$ cat src/rtl/crop_video_cfg_bank_pkg.sv
// rtl/crop_video_cfg_bank_pkg.sv - shared types and constants for the crop window config bank
//
// Purpose:
//   Window struct, config opcode and bank FSM state enums, default geometry and
//   a helper that builds the power-on default window {x=0,y=0,w=max_w,h=max_h}.
//   The window struct is packed {h,w,y,x} so that it matches the act_win lane
//   layout directly.
package crop_video_cfg_bank_pkg;

  localparam int CROP_COORD_W = 12;
  localparam int CROP_MAX_W   = 1920;
  localparam int CROP_MAX_H   = 1080;

  typedef struct packed {
    logic [CROP_COORD_W-1:0] h;
    logic [CROP_COORD_W-1:0] w;
    logic [CROP_COORD_W-1:0] y;
    logic [CROP_COORD_W-1:0] x;
  } crop_win_t;

  typedef enum logic {
    OP_WRITE = 1'b0,
    OP_ARM   = 1'b1
  } cfg_op_e;

  typedef enum logic {
    ST_INIT = 1'b0,
    ST_RUN  = 1'b1
  } bank_state_e;

  function automatic crop_win_t default_win(input int max_w, input int max_h);
    crop_win_t v;
    v.x = '0;
    v.y = '0;
    v.w = CROP_COORD_W'(max_w);
    v.h = CROP_COORD_W'(max_h);
    return v;
  endfunction

  localparam crop_win_t CROP_DEFAULT_WIN = default_win(CROP_MAX_W, CROP_MAX_H);

endpackage

$ cat src/rtl/crop_video_cfg_check.sv
// rtl/crop_video_cfg_check.sv - combinational bounds checker for one crop window write
//
// Purpose:
//   Accepts a window only if w and h are non-zero, x+w <= MAX_W, y+h <= MAX_H
//   and the channel index exists. Sums are one bit wider than a coordinate so
//   large x/w values can never wrap back into range.
// Ports:
//   i_win  in   4*CROP_COORD_W  packed window {h,w,y,x}
//   i_ch   in   CH_W            target channel
//   o_ok   out  1               1 = write may be committed
module crop_video_cfg_check
  import crop_video_cfg_bank_pkg::*;
#(
  parameter int NUM_CH = 4,
  parameter int MAX_W  = CROP_MAX_W,
  parameter int MAX_H  = CROP_MAX_H,
  parameter int CH_W   = 2
) (
  input  logic [4*CROP_COORD_W-1:0] i_win,
  input  logic [CH_W-1:0]           i_ch,
  output logic                      o_ok
);

  localparam int SUM_W = CROP_COORD_W + 1;
  localparam logic [SUM_W-1:0] LP_MAX_W  = SUM_W'(MAX_W);
  localparam logic [SUM_W-1:0] LP_MAX_H  = SUM_W'(MAX_H);
  localparam logic [CH_W:0]    LP_NUM_CH = (CH_W+1)'(NUM_CH);

  crop_win_t        w_win;
  logic [SUM_W-1:0] w_x_end;
  logic [SUM_W-1:0] w_y_end;
  logic             w_size_ok;
  logic             w_x_ok;
  logic             w_y_ok;
  logic             w_ch_ok;

  assign w_win     = crop_win_t'(i_win);
  assign w_x_end   = {1'b0, w_win.x} + {1'b0, w_win.w};
  assign w_y_end   = {1'b0, w_win.y} + {1'b0, w_win.h};
  assign w_size_ok = (w_win.w != '0) && (w_win.h != '0);
  assign w_x_ok    = (w_x_end <= LP_MAX_W);
  assign w_y_ok    = (w_y_end <= LP_MAX_H);
  assign w_ch_ok   = ({1'b0, i_ch} < LP_NUM_CH);
  assign o_ok      = w_size_ok && w_x_ok && w_y_ok && w_ch_ok;

endmodule

$ cat src/rtl/crop_video_cfg_bank.sv
// rtl/crop_video_cfg_bank.sv - multi-channel crop window bank with frame-aligned apply
//
// Purpose:
//   Config requests (WRITE shadow / ARM channel) enter through a valid/ready
//   port, sit one cycle in stage S1 where they are bounds-checked, and commit
//   on the edge that ends S1. An armed channel copies shadow to active on its
//   next start-of-frame, so active windows only change between frames.
//   After reset an INIT phase loads the default window into one channel per
//   cycle; requests are refused until it completes.
//   COORD_W must equal CROP_COORD_W from the package (the window struct width).
// Ports:
//   i_clk, i_rst           clock, synchronous active-high reset
//   i_cfg_valid/o_cfg_ready request handshake (ready only in RUN)
//   i_cfg_op               0 = WRITE shadow, 1 = ARM channel
//   i_cfg_ch               target channel
//   i_cfg_x/y/w/h          window for WRITE
//   i_sof                  per-channel start-of-frame pulse
//   o_act_win              active windows, ch0 in LSBs, {h,w,y,x} per channel
//   o_applied              per-channel 1-cycle pulse: shadow copied to active
//   o_cfg_err              1-cycle pulse: request rejected
//   o_init_done            high once defaults are loaded
module crop_video_cfg_bank
  import crop_video_cfg_bank_pkg::*;
#(
  parameter int NUM_CH  = 4,
  parameter int COORD_W = CROP_COORD_W,
  parameter int MAX_W   = CROP_MAX_W,
  parameter int MAX_H   = CROP_MAX_H,
  parameter int CH_W    = (NUM_CH > 1) ? $clog2(NUM_CH) : 1
) (
  input  logic                      i_clk,
  input  logic                      i_rst,
  input  logic                      i_cfg_valid,
  output logic                      o_cfg_ready,
  input  logic                      i_cfg_op,
  input  logic [CH_W-1:0]           i_cfg_ch,
  input  logic [COORD_W-1:0]        i_cfg_x,
  input  logic [COORD_W-1:0]        i_cfg_y,
  input  logic [COORD_W-1:0]        i_cfg_w,
  input  logic [COORD_W-1:0]        i_cfg_h,
  input  logic [NUM_CH-1:0]         i_sof,
  output logic [NUM_CH*4*COORD_W-1:0] o_act_win,
  output logic [NUM_CH-1:0]         o_applied,
  output logic                      o_cfg_err,
  output logic                      o_init_done
);

  localparam int               WIN_W   = 4 * COORD_W;
  localparam crop_win_t        DEF_WIN = default_win(MAX_W, MAX_H);
  localparam logic [CH_W-1:0]  LAST_CH = CH_W'(NUM_CH - 1);
  localparam logic [CH_W:0]    LP_NUM_CH = (CH_W+1)'(NUM_CH);

  // FSM
  bank_state_e     r_state;
  bank_state_e     w_state_nxt;
  logic [CH_W-1:0] r_init_cnt;
  logic [CH_W-1:0] w_init_cnt_nxt;
  logic            r_init_done;
  logic            w_cfg_ready;
  logic            w_init_phase;
  logic            w_accept;

  // S1 request stage
  logic            r_s1_vld;
  cfg_op_e         r_s1_op;
  logic [CH_W-1:0] r_s1_ch;
  crop_win_t       r_s1_win;
  logic            w_chk_ok;
  logic            w_arm_ch_ok;
  logic            w_s1_wr;
  logic            w_s1_arm;
  logic            w_s1_err;
  logic            r_cfg_err;

  always_ff @(posedge i_clk) begin
    if (i_rst) begin
      r_state     <= ST_INIT;
      r_init_cnt  <= '0;
      r_init_done <= 1'b0;
    end else begin
      r_state     <= w_state_nxt;
      r_init_cnt  <= w_init_cnt_nxt;
      r_init_done <= (w_state_nxt == ST_RUN);
    end
  end

  always_comb begin
    w_state_nxt    = r_state;
    w_init_cnt_nxt = r_init_cnt;
    w_cfg_ready    = 1'b0;
    w_init_phase   = 1'b0;
    case (r_state)
      ST_INIT: begin
        w_init_phase = 1'b1;
        if (r_init_cnt == LAST_CH) begin
          w_state_nxt    = ST_RUN;
          w_init_cnt_nxt = '0;
        end else begin
          w_init_cnt_nxt = r_init_cnt + 1'b1;
        end
      end
      ST_RUN: begin
        w_cfg_ready = 1'b1;
      end
      default: begin
        w_state_nxt = ST_INIT;
      end
    endcase
  end

  assign w_accept = i_cfg_valid && w_cfg_ready;

  always_ff @(posedge i_clk) begin
    if (i_rst) begin
      r_s1_vld <= 1'b0;
      r_s1_op  <= OP_WRITE;
      r_s1_ch  <= '0;
      r_s1_win <= '0;
    end else begin
      r_s1_vld <= w_accept;
      if (w_accept) begin
        r_s1_op    <= cfg_op_e'(i_cfg_op);
        r_s1_ch    <= i_cfg_ch;
        r_s1_win.x <= i_cfg_x;
        r_s1_win.y <= i_cfg_y;
        r_s1_win.w <= i_cfg_w;
        r_s1_win.h <= i_cfg_h;
      end
    end
  end

  crop_video_cfg_check #(
    .NUM_CH (NUM_CH),
    .MAX_W  (MAX_W),
    .MAX_H  (MAX_H),
    .CH_W   (CH_W)
  ) u_check (
    .i_win (r_s1_win),
    .i_ch  (r_s1_ch),
    .o_ok  (w_chk_ok)
  );

  // ARM needs only a valid channel; the window fields are don't-care.
  assign w_arm_ch_ok = ({1'b0, r_s1_ch} < LP_NUM_CH);
  assign w_s1_wr     = r_s1_vld && (r_s1_op == OP_WRITE) && w_chk_ok;
  assign w_s1_arm    = r_s1_vld && (r_s1_op == OP_ARM) && w_arm_ch_ok;
  assign w_s1_err    = r_s1_vld && ((r_s1_op == OP_WRITE) ? !w_chk_ok : !w_arm_ch_ok);

  always_ff @(posedge i_clk) begin
    if (i_rst) begin
      r_cfg_err <= 1'b0;
    end else begin
      r_cfg_err <= w_s1_err;
    end
  end

  for (genvar i = 0; i < NUM_CH; i++) begin : g_ch
    crop_win_t r_shadow;
    crop_win_t r_active;
    logic      r_armed;
    logic      r_applied;
    logic      w_hit;
    logic      w_init_ld;
    logic      w_apply;

    assign w_hit     = (r_s1_ch == CH_W'(i));
    assign w_init_ld = w_init_phase && (r_init_cnt == CH_W'(i));
    assign w_apply   = (r_state == ST_RUN) && i_sof[i] && r_armed;

    // Apply reads the pre-edge shadow and armed flag, so an S1 commit landing
    // on the same edge as sof only affects the following frame. A same-edge
    // ARM is written after the apply clear and therefore survives.
    always_ff @(posedge i_clk) begin
      if (i_rst) begin
        r_shadow  <= '0;
        r_active  <= '0;
        r_armed   <= 1'b0;
        r_applied <= 1'b0;
      end else if (w_init_ld) begin
        r_shadow  <= DEF_WIN;
        r_active  <= DEF_WIN;
        r_armed   <= 1'b0;
        r_applied <= 1'b0;
      end else begin
        r_applied <= w_apply;
        if (w_apply) begin
          r_active <= r_shadow;
          r_armed  <= 1'b0;
        end
        if (w_s1_wr && w_hit) begin
          r_shadow <= r_s1_win;
        end
        if (w_s1_arm && w_hit) begin
          r_armed <= 1'b1;
        end
      end
    end

    assign o_act_win[i*WIN_W +: WIN_W] = r_active;
    assign o_applied[i]                = r_applied;
  end

  assign o_cfg_ready = w_cfg_ready;
  assign o_cfg_err   = r_cfg_err;
  assign o_init_done = r_init_done;

endmodule
$ cat config.mk
export PLATFORM = sky130hd
export DESIGN_NAME = crop_video_cfg_bank
export DESIGN_NICKNAME = d
export VERILOG_FILES = /design/src/rtl/crop_video_cfg_bank_pkg.sv /design/src/rtl/crop_video_cfg_check.sv /design/src/rtl/crop_video_cfg_bank.sv
export SDC_FILE = /design/constraint.sdc
export NUM_CORES = 1
export LEC_CHECK = 0
export CORE_ASPECT_RATIO = 0.9
export CORE_MARGIN = 5
export CORE_UTILIZATION = 58
export DETAILED_ROUTE_END_ITERATION = 6
export GPL_ROUTABILITY_DRIVEN = 0
export GPL_TIMING_DRIVEN = 0
export PLACE_DENSITY = 0.91
export SLEW_MARGIN = 0
export SYNTH_ARGS = -nofsm -noshare
export SYNTH_HDL_FRONTEND = slang
export SYNTH_SLANG_ARGS = --single-unit
$ cat constraint.sdc
create_clock -name i_clk -period 4.79 [get_ports i_clk]
set_input_delay 1.1975 -clock i_clk [delete_from_list [all_inputs] [get_ports i_clk]]
set_output_delay 1.1975 -clock i_clk [all_outputs]
set_load 0.01 [all_outputs]
# Word level (Yosys, flattened, before mapping)
# Index checks and enable logic that the tools add are counted.
# word_totals
regBits	448
output_inout_bits	199
word_cells	157
# op_classes
add_sub_neg	3
order_cmp	2
n_eq_ne	6
n_mux	30
n_bitwise	1
reduce_logical	49
# op_table
operator	n
47-bit two-way mux	16
1-bit logical AND	28
12-bit by 12-bit adder with 13-bit output	2
13-bit by 11-bit less-or-equal comparator with 1-bit output, second input constant	2
12-bit nonzero test	2
2-bit nonzero test	12
1-bit two-way mux	13
2-bit == test, second input constant	4
2-bit OR reduction	4
2-bit by 1-bit == test with 1-bit output, second input constant	2
2-bit logical NOT	2
2-bit by 1-bit adder with 2-bit output, second input constant	1
2-bit two-way mux	1
1-bit logical NOT	1
1-bit inverter	1

# Depth between registers and ports, before layout
# Gate-level depths: netlist (run 1).
# logic_depth
ltp_word	8
depth_mapped	13
depth_no_buf	10

# Cells and area by module
# From an unflattened synthesis (run 1), not the netlist that was laid out.
# unflattened
cells_unflattened	2170
hier_area_um2	17465.5
# by_module_without_submodules
mod	n_inst	cells_per_inst	area_per_inst_um2	seq_area_each_um2
crop_video_cfg_bank	1	2015	16321.9	8968.6
crop_video_cfg_check	1	155	1143.6	0.0

# Least setup slack after synthesis (run 1)
# OpenSTA, ideal clock, no wires.
# synth_path
path_kind	register to register
start	register r_s1_win[0] in the netlist's numbering
end	register g_ch[3].r_shadow[36] in the netlist's numbering
setup_time_ns	0.132
arrival_ns	3.027
setup_slack_ns	1.631
path_stages_with_launch	13
n_path_buf	2
synth_period_minus_slack_ns	3.159
path_cell_list	dfxtp_1 -> ha_1 -> fa_1 -> a21o_1 -> nand4_1 -> a21oi_1 -> or4_4 -> a2111oi_4 -> o21ai_2 -> buf_2 -> clkbuf_1 -> o21ai_0 -> a21oi_1
# synth_between
elab_chain_cells	6
# synth_lines
item	line	source
from (decl)	crop_video_cfg_bank.sv:67	crop_win_t r_s1_win;
12-bit by 12-bit adder with 13-bit output	crop_video_cfg_check.sv:38	assign w_x_end = {1'b0, w_win.x} + {1'b0, w_win.w};
13-bit by 11-bit less-or-equal comparator with 1-bit output	crop_video_cfg_check.sv:41	assign w_x_ok = (w_x_end <= LP_MAX_W);
1-bit logical AND (2 in a row)	crop_video_cfg_check.sv:44	assign o_ok = w_size_ok && w_x_ok && w_y_ok && w_ch_ok;
1-bit logical AND	crop_video_cfg_bank.sv:145	assign w_s1_wr = r_s1_vld && (r_s1_op == OP_WRITE) && w_chk_ok;
1-bit logical AND	crop_video_cfg_bank.sv:190	if (w_s1_wr && w_hit) begin
to (signal assigned)	crop_video_cfg_bank.sv:191	r_shadow <= r_s1_win;
to (decl)	crop_video_cfg_bank.sv:158	crop_win_t r_shadow;
# No other way between the ends.
# A chain may end at the register's enable or synchronous reset.

# Worst setup path in the final report (run 1)
# layout_path
start	register r_s1_win[28] in the netlist's numbering
end	register g_ch[3].r_shadow[45] in the netlist's numbering
# layout_between
elab_chain_cells	6
word_cells_on_any_way	8
cone_classes	add/sub (1); order compare (1); reduce/logical (6)
# layout_lines
item	line
12-bit by 12-bit adder with 13-bit output / 12-bit nonzero test (equally long branches)	crop_video_cfg_check.sv:38, crop_video_cfg_check.sv:40
13-bit by 11-bit less-or-equal comparator with 1-bit output / 1-bit logical AND (equally long branches)	crop_video_cfg_check.sv:41, crop_video_cfg_check.sv:40
1-bit logical AND (*) (2 in a row)	crop_video_cfg_check.sv:44
1-bit logical AND (*)	crop_video_cfg_bank.sv:145
1-bit logical AND (*)	crop_video_cfg_bank.sv:190
# Every way passes the cells marked *; elsewhere a longest branch is shown, timed or not.

==> results of run 1 <==
==> synthesized netlist by cell type (4+ instances only) <==
cell | n | area, sq um
buf_4 | 21 | 158
xor2_1 | 8 | 70.1
a211oi_1 | 20 | 150
inv_1 | 27 | 101
ha_1 | 28 | 350
clkbuf_1 | 142 | 533
nand2b_1 | 9 | 56.3
a31oi_1 | 32 | 200
buf_1 | 5 | 18.8
dfxtp_1 | 448 | 8970
and2_1 | 4 | 25.0
nor2b_1 | 7 | 43.8
and3_1 | 6 | 37.5
a21o_1 | 6 | 45.0
o21ai_0 | 170 | 851
nand3_1 | 171 | 856
o211ai_1 | 4 | 30.0
nand4_1 | 5 | 31.3
buf_2 | 21 | 105
nor2_1 | 32 | 120
buf_6 | 4 | 45.0
a211o_1 | 4 | 35.0
a21oi_1 | 384 | 1920
nand2_1 | 498 | 1870
nor4_1 | 7 | 43.8
a311oi_1 | 24 | 210
xnor2_1 | 4 | 35.0
and4b_1 | 25 | 250
==> where the power goes <==
| part | internal [mW] | switching (mW) | total, mW |
|---|---|---|---|
| registers | 3.92 | 0.202 | 4.12 |
| clock network | 1.94 | 1.45 | 3.39 |
| logic | 0.430 | 0.790 | 1.22 |
==> flip-flops by register name, summed over array words and instances, names as in the netlist <==
register	count
r_init_cnt	2
g_ch.r_shadow	192
r_s1_ch	2
r_s1_op	1
r_s1_win	48
o_cfg_err	1
g_ch.r_applied	4
o_init_done	1
r_s1_vld	1
o_act_win	192
g_ch.r_armed	4
==> routing by layer <==
metal	routed length, um	GRT usage (%)	up-vias	share of wire (%)
met5	24	0	-	0.039
met4	4930	20.8	4	8.0
li1	-	-	8052	-
met2	25900	52.1	1365	42
met3	8740	10.7	399	14
met1	21800	42.6	8256	36
==> layout make-up <==
cell class                      instances  area, sq um
Inverter                               27          101
Clock inverter                         13          103
Multi-Input combinational cell       1487         7600
Buffer                                193          860
Fill cell                            2144         7870
Clock buffer                           67         1310
Sequential cell                       448         8970
Timing Repair Buffer                  256         2560
Tap cell                              403          504
Antenna cell                            1         2.50
==> worst max-delay path by stage <==
stage                       startpoint                   end  slack [ps]  cells past startpoint
after global routing      r_s1_win[28]  g_ch[3].r_shadow[45]         360                     11
after floorplan            r_s1_win[0]  g_ch[3].r_shadow[36]        1630                     12
final                     r_s1_win[28]  g_ch[3].r_shadow[45]         380                     11
after detailed placement  r_s1_win[24]   g_ch[2].r_shadow[3]         720                     12
after CTS                 r_s1_win[24]  g_ch[3].r_shadow[45]         650                     12
after global placement    r_s1_win[24]   g_ch[2].r_shadow[6]         820                     12
==> kinds of logic after synthesis <==
kind of cell	count (synthesis)
mux	2
fa+ha+maj	30
xor+xnor	12
compound gates	663
simple gates	780
flops	448
buf+inv	220
==> worst register-to-register path, cell delays in order, from the launching register on <==
cell and delay, ps:
dfxtp_1 790, ha_1 430, a21o_1 220, a21oi_1 240, a21oi_1 150, or4_4 570, a2111oi_4 450, o21ai_2 300
buf_2 330, clkbuf_1 350, o21ai_0 320, a21oi_1 120
==> impl_metrics.env, run 1 <==
export IMPL_slew_headroom_pct=41.4
export IMPL_worst_path_dominant_cell_family="compound AO/OA/AOI/OAI gates"
export IMPL_routed_via_count=18100
export IMPL_synthSimpleGateAreaFrac_pct=19.7
export IMPL_critPathRequiredTime_ps=5210
export IMPL_holdBufCountCts=0
export IMPL_ys_seq_elements=448
export IMPL_critPathMostFrequentCell="a21oi_1"
export IMPL_rsz0062_at_grt="false"
export IMPL_initial_core_util_pct=58.7
export IMPL_final_area_sq_um=22000
export IMPL_synth_cells=2155
export IMPL_path_cells="ha_1 > a21o_1 > a21oi_1 > a21oi_1 > or4_4 > a2111oi_4 > o21ai_2 > buf_2 > clkbuf_1 > o21ai_0 > a21oi_1"
export IMPL_holdPathEnd="o_act_win[63]"
export IMPL_status="finished with violations"
export IMPL_synth_mux_area_fraction_pct=0.121
export IMPL_synth_fp_nets=2243
export IMPL_final_common_cell="nand2_1"
export IMPL_worstPathArrival_ps=4830
export IMPL_power_leakage_nw=7.31
export IMPL_drive_above_1_share_pct=4.98
export IMPL_cts_root_buf="clkbuf_16"
export IMPL_cts_tree="done"
export IMPL_synthArstFlopShare_pct=0
export IMPL_fp_coreArea_sq_um=29900
export IMPL_failed_checks="design-rule violations"
export IMPL_hpwl_mm=43.0
export IMPL_ys_warnings_count=0
export IMPL_period_needed_ps=4410
export IMPL_regToRegSetupSlack_ps=380
export IMPL_post_place_ws_ps=717
export IMPL_hp_class="register to register"
export IMPL_slowest_delay_ps=790
export IMPL_setup_viol=0
export IMPL_crit_type="register to register"
export IMPL_drt_total_wl_mm=61.4
export IMPL_slowest_stage="dfxtp_1"
export IMPL_maxCapViolCount=0
export IMPL_dp_cells=2814
export IMPL_fin_skew_ps=16.9
export IMPL_io_buffer_count=256
export IMPL_synth_area_sq_um=17500
export IMPL_crit_buf_inv=2
export IMPL_fin_tns_setup_ps=0
export IMPL_cts_resized=0
export IMPL_period_share_pct=92.1
export IMPL_tightest_slew_ps=880
export IMPL_area_growth_pct=25.6
export IMPL_synth_edf_count=0
export IMPL_cts_inserted_buffers=44
export IMPL_grt_pass1_vias=17300
export IMPL_die_h_um=175
export IMPL_cts_max_level=2
export IMPL_hold_violations=0
export IMPL_clkTransAtPathRegs_ps=70
export IMPL_clk_latency_ps=560
export IMPL_yosysSeqAreaShare_pct=51.2
export IMPL_avgViaCountPerCell=6.24
export IMPL_io_pins=257
export IMPL_finalNonFillerCells=2895
export IMPL_cts_sinks=448
export IMPL_p_total_mw=8.73
export IMPL_clk_path_buf_depth=3
export IMPL_synth_top_family_by_area="compound AO/OA/AOI/OAI gates"
export IMPL_synthXorXnorAreaFrac_pct=0.599
export IMPL_grt_pass1_wl_mm=93.5
export IMPL_drc=8
export IMPL_fin_util_pct=73.7
export IMPL_worst_r2r_endpoint="g_ch[3].r_shadow[45]"
export IMPL_synth_main_ff_cell="dfxtp_1"
export IMPL_synth_distinct_cells=54
export IMPL_final_cell_mix="nand2_1, dfxtp_1, a21oi_1"
export IMPL_hold_slack_ps=451
export IMPL_crit_fanout=10
export IMPL_fmax_mhz=227
export IMPL_hp_start="g_ch[1].r_shadow[15]"
export IMPL_grt_ovfl_total=0
export IMPL_synthAdderAreaFrac_pct=2.23
export IMPL_irDropWorstVdd_mv=0.254
export IMPL_endpoint_kind="register"
export IMPL_drtIter0Drc=2623
export IMPL_grt_antenna_before_repair=3
export IMPL_routedWlPerCell_um=21.2
export IMPL_num_rows=60
export IMPL_power_density_nw_per_um2=397
export IMPL_antenna_left=0
export IMPL_nets=2545
export IMPL_dpl_cell_area_sq_um=20600
export IMPL_synth_compound_area_share_pct=20.8
export IMPL_grtUsageTotal_pct=34.2
export IMPL_final_max_slew_violation_count=0
export IMPL_die_x_um=193
export IMPL_grt_start_max_net_pins=15
export IMPL_regToRegStartpoint="r_s1_win[28]"
export IMPL_cp_start_kind="register"
export IMPL_layout_setup_ws_ps=377
export IMPL_die_area_sq_um=33800
export IMPL_drt_pass1_iterations=7
export IMPL_r2r_cells=11
export IMPL_postSynthAreaPerCell_sq_um=8.14
export IMPL_cts_setup_buffers=0
export IMPL_hold_depth=2
No activity file was read; power rests on OpenSTA's default activity.
==> inputs of run 2 (changes only) <==
Settings changed: GPL_TIMING_DRIVEN 0 to unset.
==> run 2 against run 1 <==
  * Wire length decreased by 5.7%
  * Core utilization decreased by 1.5 points
  * Die area unchanged
  * Sequential cell count unchanged
  * Cell count decreased by 5.4%
  * Combinational power decreased by 3%
  * Total power decreased by 0.67%
  * The run still ends with design-rule violations left
  * Largest cell class unchanged
  * Setup slack improved by 21 ps
  * Register-to-register slack improved by 20 ps
  * Sequential share of layout area increased by 0.83 points
  * Cell area decreased by 2.0%
==> impl_metrics.env, run 2 (synthesized netlist as in run 1, its figures left out) <==
export IMPL_status="finished with violations"
export IMPL_failed_checks="design-rule violations"
export IMPL_final_cell_mix="nand2_1, dfxtp_1, a21oi_1"
export IMPL_num_antenna_cells=0
export IMPL_cts_sinks=448
export IMPL_cts_inserted_buffers=43
export IMPL_io_pins=257
export IMPL_fin_skew_ps=15.1
export IMPL_power_density_nw_per_um2=402
export IMPL_drtIter0Drc=2568
export IMPL_hp_class="register to register"
export IMPL_clk_path_buf_depth=3
export IMPL_dpl_cell_area_sq_um=20200
export IMPL_final_area_sq_um=21600
export IMPL_final_common_cell="nand2_1"
export IMPL_period_share_pct=91.7
export IMPL_drt_pass1_iterations=7
export IMPL_fin_tns_setup_ps=0
export IMPL_clk_latency_ps=550
export IMPL_hpwl_mm=37.1
export IMPL_nets=2395
export IMPL_crit_fanout=103
export IMPL_cts_setup_buffers=0
export IMPL_routedWlPerCell_um=21.1
export IMPL_cts_tree="done"
export IMPL_grt_antenna_before_repair=0
export IMPL_clkTransAtPathRegs_ps=60
export IMPL_die_h_um=175
export IMPL_cp_start_kind="register"
export IMPL_grtUsageTotal_pct=32.3
export IMPL_grt_start_max_net_pins=130
export IMPL_grt_pass1_wl_mm=89.6
export IMPL_cts_resized=0
export IMPL_slew_headroom_pct=24.5
export IMPL_area_growth_pct=23.1
export IMPL_setup_viol=0
export IMPL_critPathRequiredTime_ps=5230
export IMPL_avgViaCountPerCell=6.27
export IMPL_fmax_mhz=228
export IMPL_holdBufCountCts=0
export IMPL_worstPathArrival_ps=4830
export IMPL_grt_pass1_vias=16400
export IMPL_antenna_left=0
export IMPL_irDropWorstVdd_mv=0.262
export IMPL_tightest_slew_ps=1130
export IMPL_rsz0062_at_grt="false"
export IMPL_maxCapViolCount=0
export IMPL_initial_core_util_pct=58.7
export IMPL_fp_coreArea_sq_um=29900
export IMPL_drc=1
export IMPL_final_max_slew_violation_count=0
export IMPL_routed_via_count=17200
export IMPL_num_rows=60
export IMPL_regToRegSetupSlack_ps=400
export IMPL_power_leakage_nw=7.19
export IMPL_crit_type="register to register"
export IMPL_grt_ovfl_total=0
export IMPL_hold_violations=0
export IMPL_period_needed_ps=4390
export IMPL_io_buffer_count=256
export IMPL_drive_above_1_share_pct=5.69
export IMPL_die_area_sq_um=33800
export IMPL_endpoint_kind="register"
export IMPL_cts_root_buf="clkbuf_16"
export IMPL_drt_total_wl_mm=57.9
export IMPL_die_x_um=193
export IMPL_cts_max_level=2
-- run 2: changes by cell type in the layout (fill, tap and decap cells not counted), moves of 2 or more --
cell | before | now
buf_4 | 21 | 41
nand3_2 | 0 | 4
nand2b_1 | 9 | 5
buf_2 | 21 | 0
buf_12 | 0 | 4
nand3_1 | 171 | 167
nand2b_2 | 0 | 4
buf_1 | 5 | 0
clkbuf_8 | 10 | 8
and2_1 | 4 | 2
clkbuf_1 | 154 | 7
buf_6 | 4 | 0
bufinv_16 | 1 | 3
-- run 2: stage by stage --
stage	hold WS (ps)	utilization [%]	setup slack [ps]	total power, mW	std cells
6_report	449	72.2	398	8.67	2740
5_1_grt	472	72.2	355	8.94	2740
4_1_cts	451	72.2	620	8.64	2740
3_5_place_dp	442	67.5	663	5.28	2665
3_3_place_gp	438	67.5	886	5.24	2665
2_1_floorplan	428	-	1630	4.81	2155
-- run 2: worst paths after layout --
path | to | depth (start not counted) | startpoint
min reg2reg | o_act_win[141] | 2 | g_ch[2].r_shadow[45]
max reg2reg | g_ch[2].r_shadow[44] | 10 | r_s1_win[12]
max | g_ch[2].r_shadow[44] | 10 | r_s1_win[12]
min | o_act_win[141] | 2 | g_ch[2].r_shadow[45]
-- run 2: cell type report --
class,count,area [sq um]
timing repair buffer,300,2940
tap,403,504
fill,2191,8310
sequential,448,8970
multi-input combinational,1487,7640
clock inverter,16,178
clock buffer,59,1240
inverter,27,101
-- run 2: layer usage --
metal  up-vias  GRT usage [%]  share of wire [%]
met2      1176           51.5                 45
met3       279           8.21                 13
met5         -              0                  0
met1      7971           41.3                 37
li1       7741              -                  -
met4         0           15.7                5.9
-- run 2: power breakdown --
group / total (mW) / switching [mW] / internal (mW)
logic: 1.18 / 0.769 / 0.415
registers: 4.08 / 0.163 / 3.92
clock network: 3.41 / 1.44 / 1.97
-- run 2: critical path: stages (launching register included) --
cell      delay, ps
dfxtp_1         460
ha_1            320
a211oi_1        440
nor4_1          150
or4_1           500
a221oi_1        450
a211o_1         290
and2_4          910
buf_12          350
nand3_1         140
a21oi_1         210
